## src/rtl/lms_multich_prefetch_fifo.sv

```systemverilog
// Multi-channel first-word-fall-through FIFO: one shared write port steered by channel index,
// independent per-channel read ports with registered head word, level and status flags.
module lms_multich_prefetch_fifo #(
    parameter int unsigned DATA_WIDTH  = 16,
    parameter int unsigned DEPTH_WIDTH = 6,
    parameter int unsigned CH_NUM      = 2,
    parameter int unsigned CH_WIDTH    = 1,
    parameter int unsigned AFULL_TH    = 56
) (
    input  logic                              clk,
    input  logic                              rst_n,
    input  logic [CH_NUM-1:0]                 flush,
    input  logic                              wr_en,
    input  logic [CH_WIDTH-1:0]               wr_ch,
    input  logic [DATA_WIDTH-1:0]             wr_data,
    output logic [CH_NUM-1:0]                 wr_vld,
    input  logic [CH_NUM-1:0]                 rd_en,
    output logic [CH_NUM-1:0]                 rd_vld,
    output logic [CH_NUM*DATA_WIDTH-1:0]      rd_data,
    output logic [CH_NUM*(DEPTH_WIDTH+1)-1:0] level,
    output logic [CH_NUM-1:0]                 afull,
    output logic [CH_NUM-1:0]                 ovf
);

    localparam int unsigned DEPTH = 1 << DEPTH_WIDTH;
    localparam int unsigned LVL_W = DEPTH_WIDTH + 1;

    for (genvar k = 0; k < CH_NUM; k++) begin : g_ch
        logic [DATA_WIDTH-1:0]  mem [DEPTH];
        logic [DEPTH_WIDTH-1:0] wr_ptr;
        logic [DEPTH_WIDTH-1:0] rd_ptr;
        logic [DEPTH_WIDTH-1:0] head_addr;
        logic [LVL_W-1:0]       lvl;
        logic [LVL_W-1:0]       lvl_nxt;
        logic [DATA_WIDTH-1:0]  head_nxt;
        logic [DATA_WIDTH-1:0]  rd_data_q;
        logic                   wr_hit;
        logic                   wr_acc;
        logic                   rd_acc;
        logic                   wr_vld_q;
        logic                   rd_vld_q;
        logic                   afull_q;
        logic                   ovf_q;

        // Accept/pop decisions, next level, and the word that will be at the head after this edge
        always_comb begin
            wr_hit    = wr_en && (wr_ch == CH_WIDTH'(k));
            wr_acc    = wr_hit && wr_vld_q && !flush[k];
            rd_acc    = rd_en[k] && rd_vld_q && !flush[k];
            lvl_nxt   = lvl;
            if (flush[k]) begin
                lvl_nxt = '0;
            end else if (wr_acc && !rd_acc) begin
                lvl_nxt = lvl + LVL_W'(1);
            end else if (rd_acc && !wr_acc) begin
                lvl_nxt = lvl - LVL_W'(1);
            end
            head_addr = rd_ptr + DEPTH_WIDTH'(rd_acc);
            // The new head may be the word being written this same edge
            head_nxt  = (wr_acc && (head_addr == wr_ptr)) ? wr_data : mem[head_addr];
        end

        always_ff @(posedge clk) begin
            if (wr_acc) begin
                mem[wr_ptr] <= wr_data;
            end
        end

        always_ff @(posedge clk or negedge rst_n) begin
            if (!rst_n) begin
                wr_ptr    <= '0;
                rd_ptr    <= '0;
                lvl       <= '0;
                rd_data_q <= '0;
                wr_vld_q  <= 1'b1;
                rd_vld_q  <= 1'b0;
                afull_q   <= 1'b0;
                ovf_q     <= 1'b0;
            end else begin
                lvl      <= lvl_nxt;
                wr_vld_q <= (lvl_nxt != LVL_W'(DEPTH));
                rd_vld_q <= (lvl_nxt != '0);
                afull_q  <= (lvl_nxt >= LVL_W'(AFULL_TH));
                if (flush[k]) begin
                    wr_ptr <= '0;
                    rd_ptr <= '0;
                    ovf_q  <= 1'b0;
                end else begin
                    wr_ptr <= wr_ptr + DEPTH_WIDTH'(wr_acc);
                    rd_ptr <= rd_ptr + DEPTH_WIDTH'(rd_acc);
                    if (wr_hit && !wr_vld_q) begin
                        ovf_q <= 1'b1;
                    end
                    if (lvl_nxt != '0) begin
                        rd_data_q <= head_nxt;
                    end
                end
            end
        end

        assign wr_vld[k]                             = wr_vld_q;
        assign rd_vld[k]                             = rd_vld_q;
        assign afull[k]                              = afull_q;
        assign ovf[k]                                = ovf_q;
        assign rd_data[k*DATA_WIDTH +: DATA_WIDTH]   = rd_data_q;
        assign level[k*LVL_W +: LVL_W]               = lvl;
    end

endmodule

```

## config.mk

```make
export PLATFORM = sky130hd
export DESIGN_NAME = lms_multich_prefetch_fifo
export DESIGN_NICKNAME = d
export VERILOG_FILES = /design/src/rtl/lms_multich_prefetch_fifo.sv
export SDC_FILE = /design/constraint.sdc
export NUM_CORES = 2
export LEC_CHECK = 0
export BUFFER_PORTS_ARGS = -buffer_cell sky130_fd_sc_hd__buf_2
export CORE_MARGIN = 5
export CORE_UTILIZATION = 55
export DETAILED_ROUTE_END_ITERATION = 8
export GPL_TIMING_DRIVEN = 0
export PLACE_DENSITY = 0.78
export SETUP_SLACK_MARGIN = 0.05
export SLEW_MARGIN = 20
export SYNTH_ARGS = -nofsm -noshare
export SYNTH_HDL_FRONTEND = slang
export SYNTH_SLANG_ARGS = --single-unit
```

## constraint.sdc

```tcl
create_clock -name clk -period 9 [get_ports clk]
set_input_delay 1.8 -clock clk [delete_from_list [all_inputs] [get_ports clk]]
set_output_delay 1.8 -clock clk [all_outputs]
set_load 0.05 [all_outputs]
```

==> results.ini <==
[outcome]
run_status=completed

[min_path]
hp-class=reg -> reg

[routing]
drcViolationCount=0
route.detailed.wl_per_inst_um=35.3
antenna_left=0
first_pass_iters=8
routed-via-count=47400
wirelength_mm=245
drt_iter0_drc=7751
via_per_inst=6.85

[timing]
finalCritPeriodShare_pct=95.0
rsz0062_at_grt=false
post-route-min-period_ns=8.55
tightest_slew_ns=1.40
fin_ws_ns=0.454
fmax_mhz=117
final.setup.tns_ns=0
setup_viol=0
fin_skew_ns=0.0318
hold_viol=0
timing.slew.headroom_pct=4.44
slew_violations=0

[clock_network]
cts_max_level=4
clk_transition_reported_paths_ns=0.07
cts_buffer_depth=3
ctsHoldBuffers=0
clock_latency_ns=0.83
cts_resized=0
tritoncts=built
cts_buffers=197
clockRootBuffer=clkbuf_16
clkSinkCount=2126
postCtsSetupRepairBufs=0

[layout]
area_growth_pct=14.2
layout_common_cells=edfxtp_1, mux4_2, nand2_1
drive_above_1_share_pct=25.5
final_common_cell=edfxtp_1
final_util_pct=63.4
nets=4777

[floorplan]
core-area_um2=150000
io_pins=78
core.rowCount=142
start_util_pct=55.5
design.die.area_um2=160000
die_h_um=399
dieWidth_um=399

[grt]
grt_overflow=0
grt_usage_pct=30.9
antenna_found_initial=4
grt_max_degree=102
grt_pass1_vias=47000
grt_pass1_wl_mm=345

[worst_setup_path]
worst_setup_path_start_kind=primary input
crit_fanout=10
cp-end-kind=register
worst-endpoint-arrival_ns=9.29
required_ns=9.74
critPathKind=in -> reg

[yosys]
synth.yosys.seq_area_share_pct=76.1
synth_edf_count=2048
avgSynthCellArea_um2=19.3
synth_cell_type_count=85
yosys_warnings=0
syn_nets=4367
netlist_instances=4331
synth_seq_cells=2126
synthFlopType=edfxtp_1
async_reset_ff_share_pct=3.67
netlist_area_um2=83400

[pwr]
powerDensity_nw_per_um2=240
peakVddDrop_uv=248
power_uw=22900
power_leakage_uw=0.0299

[place]
post-place-ws_ns=0.210
dpl.hpwl_mm=158
gp_congestion=0.978
port_buffers=75

[job]
maxCapViolCount=0

## synth_stat cells (all sizes together), types with 6 or more instances
library cell,n,area (um2)
edfxtp,2048,61500
mux4,448,10100
nand2,423,1590
nor2,218,818
nand3,156,786
buf,152,852
mux2i,125,1250
clkbuf,105,394
dfrtp,76,1900
a31oi,74,513
nor3,54,275
nand4,51,319
a21oi,45,229
nor2b,29,181
o21ai,27,135
xnor2,26,258
a32oi,19,166
a22oi,18,135
a221oi,17,149
inv,16,60.1
and3,15,93.8
o211ai,15,113
or3,15,93.8
a2111oi,14,123
mux2,13,150
and2,12,75.1
ha,12,150
xor2,10,87.6
o2111ai,8,70.1
a32o,7,70.1
a221o,6,60.1
## worst max-delay path: stages
cell and delay (ns):
buf_2 0.10, clkbuf_1 0.39, buf_1 0.53, buf_1 0.61, nor2_1 0.22, ha_1 0.30, ha_1 0.27, xor2_1 0.73
buf_2 0.52, buf_2 0.53, buf_2 0.43, buf_2 0.46, nand2_1 0.11, nand3_1 0.19, a21oi_1 0.19, nor3_1 1.05
nand3_1 0.48, a31oi_1 0.33
## through the flow
| step | instances | hold WS [ns] | instance area [um2] |
|---|---|---|---|
| detailed placement | 6558 | 0.494 | 88800 |
| global placement | 6422 | 0.503 | 86300 |
| global route | 6921 | 0.544 | 95200 |
| floorplan | 4331 | 0.464 | 83400 |
| CTS | 6921 | 0.519 | 95200 |
| finish | 6924 | 0.528 | 95300 |
## cell type report
| type | instances | area, um2 |
|---|---|---|
| Buffer | 257 | 1250 |
| Multi-Input combinational cell | 1932 | 19100 |
| Timing Repair Buffer | 211 | 2480 |
| Antenna cell | 3 | 7.51 |
| Inverter | 16 | 60.1 |
| Sequential cell | 2126 | 63500 |
| Clock inverter | 120 | 1220 |
| Fill cell | 9794 | 55100 |
| Tap cell | 2016 | 2520 |
| Clock buffer | 243 | 5190 |
## power breakdown
| group | switching (uW) | internal (uW) |
|---|---|---|
| logic | 2180 | 1240 |
| registers | 111 | 11000 |
| clock network | 3680 | 4690 |
## worst paths after layout
path	startpoint	endpoint	slack (ns)	cells after the start
max	flush[0]	g_ch[0].rd_data_q[14]	0.45	18
min	g_ch[1].ovf_q	g_ch[1].ovf_q	0.53	2
max reg2reg	g_ch[0].rd_vld_q	g_ch[0].rd_data_q[14]	2.33	15
min reg2reg	g_ch[1].ovf_q	g_ch[1].ovf_q	0.53	2
max in group asynchronous	rst_n	g_ch[0].wr_vld_q	7.48	2
min in group asynchronous	rst_n	g_ch[1].rd_data_q[15]	0.81	1
## registers in the layout, indices dropped and copies added, names as in the netlist
register        count
g_ch.ovf_q          2
g_ch.afull_q        2
g_ch.rd_data_q     32
g_ch.mem         2048
g_ch.wr_ptr        12
g_ch.rd_ptr        12
g_ch.rd_vld_q       2
g_ch.lvl           14
g_ch.wr_vld_q       2
## kinds of logic after synthesis
family | count (synthesis) | synth area share, %
xor+xnor | 37 | 0.441
flops | 2126 | 76.1
fa+ha+maj | 12 | 0.180
buf+inv | 273 | 1.57
simple gates | 1008 | 5.43
compound gates | 289 | 2.52
mux | 586 | 13.8
## layer usage
| metal | routed length (um) | share of wire, % | GRT usage, % | vias to the layer above |
|---|---|---|---|---|
| met4 | 19100 | 7.8 | 19.2 | 2 |
| met2 | 113000 | 46 | 47.5 | 4080 |
| met3 | 31400 | 13 | 8.01 | 870 |
| li1 | - | - | - | 18400 |
| met5 | 15 | 0.0061 | 0 | - |
| met1 | 81100 | 33 | 39.8 | 24100 |
No activity file was read; power rests on OpenSTA's default activity.
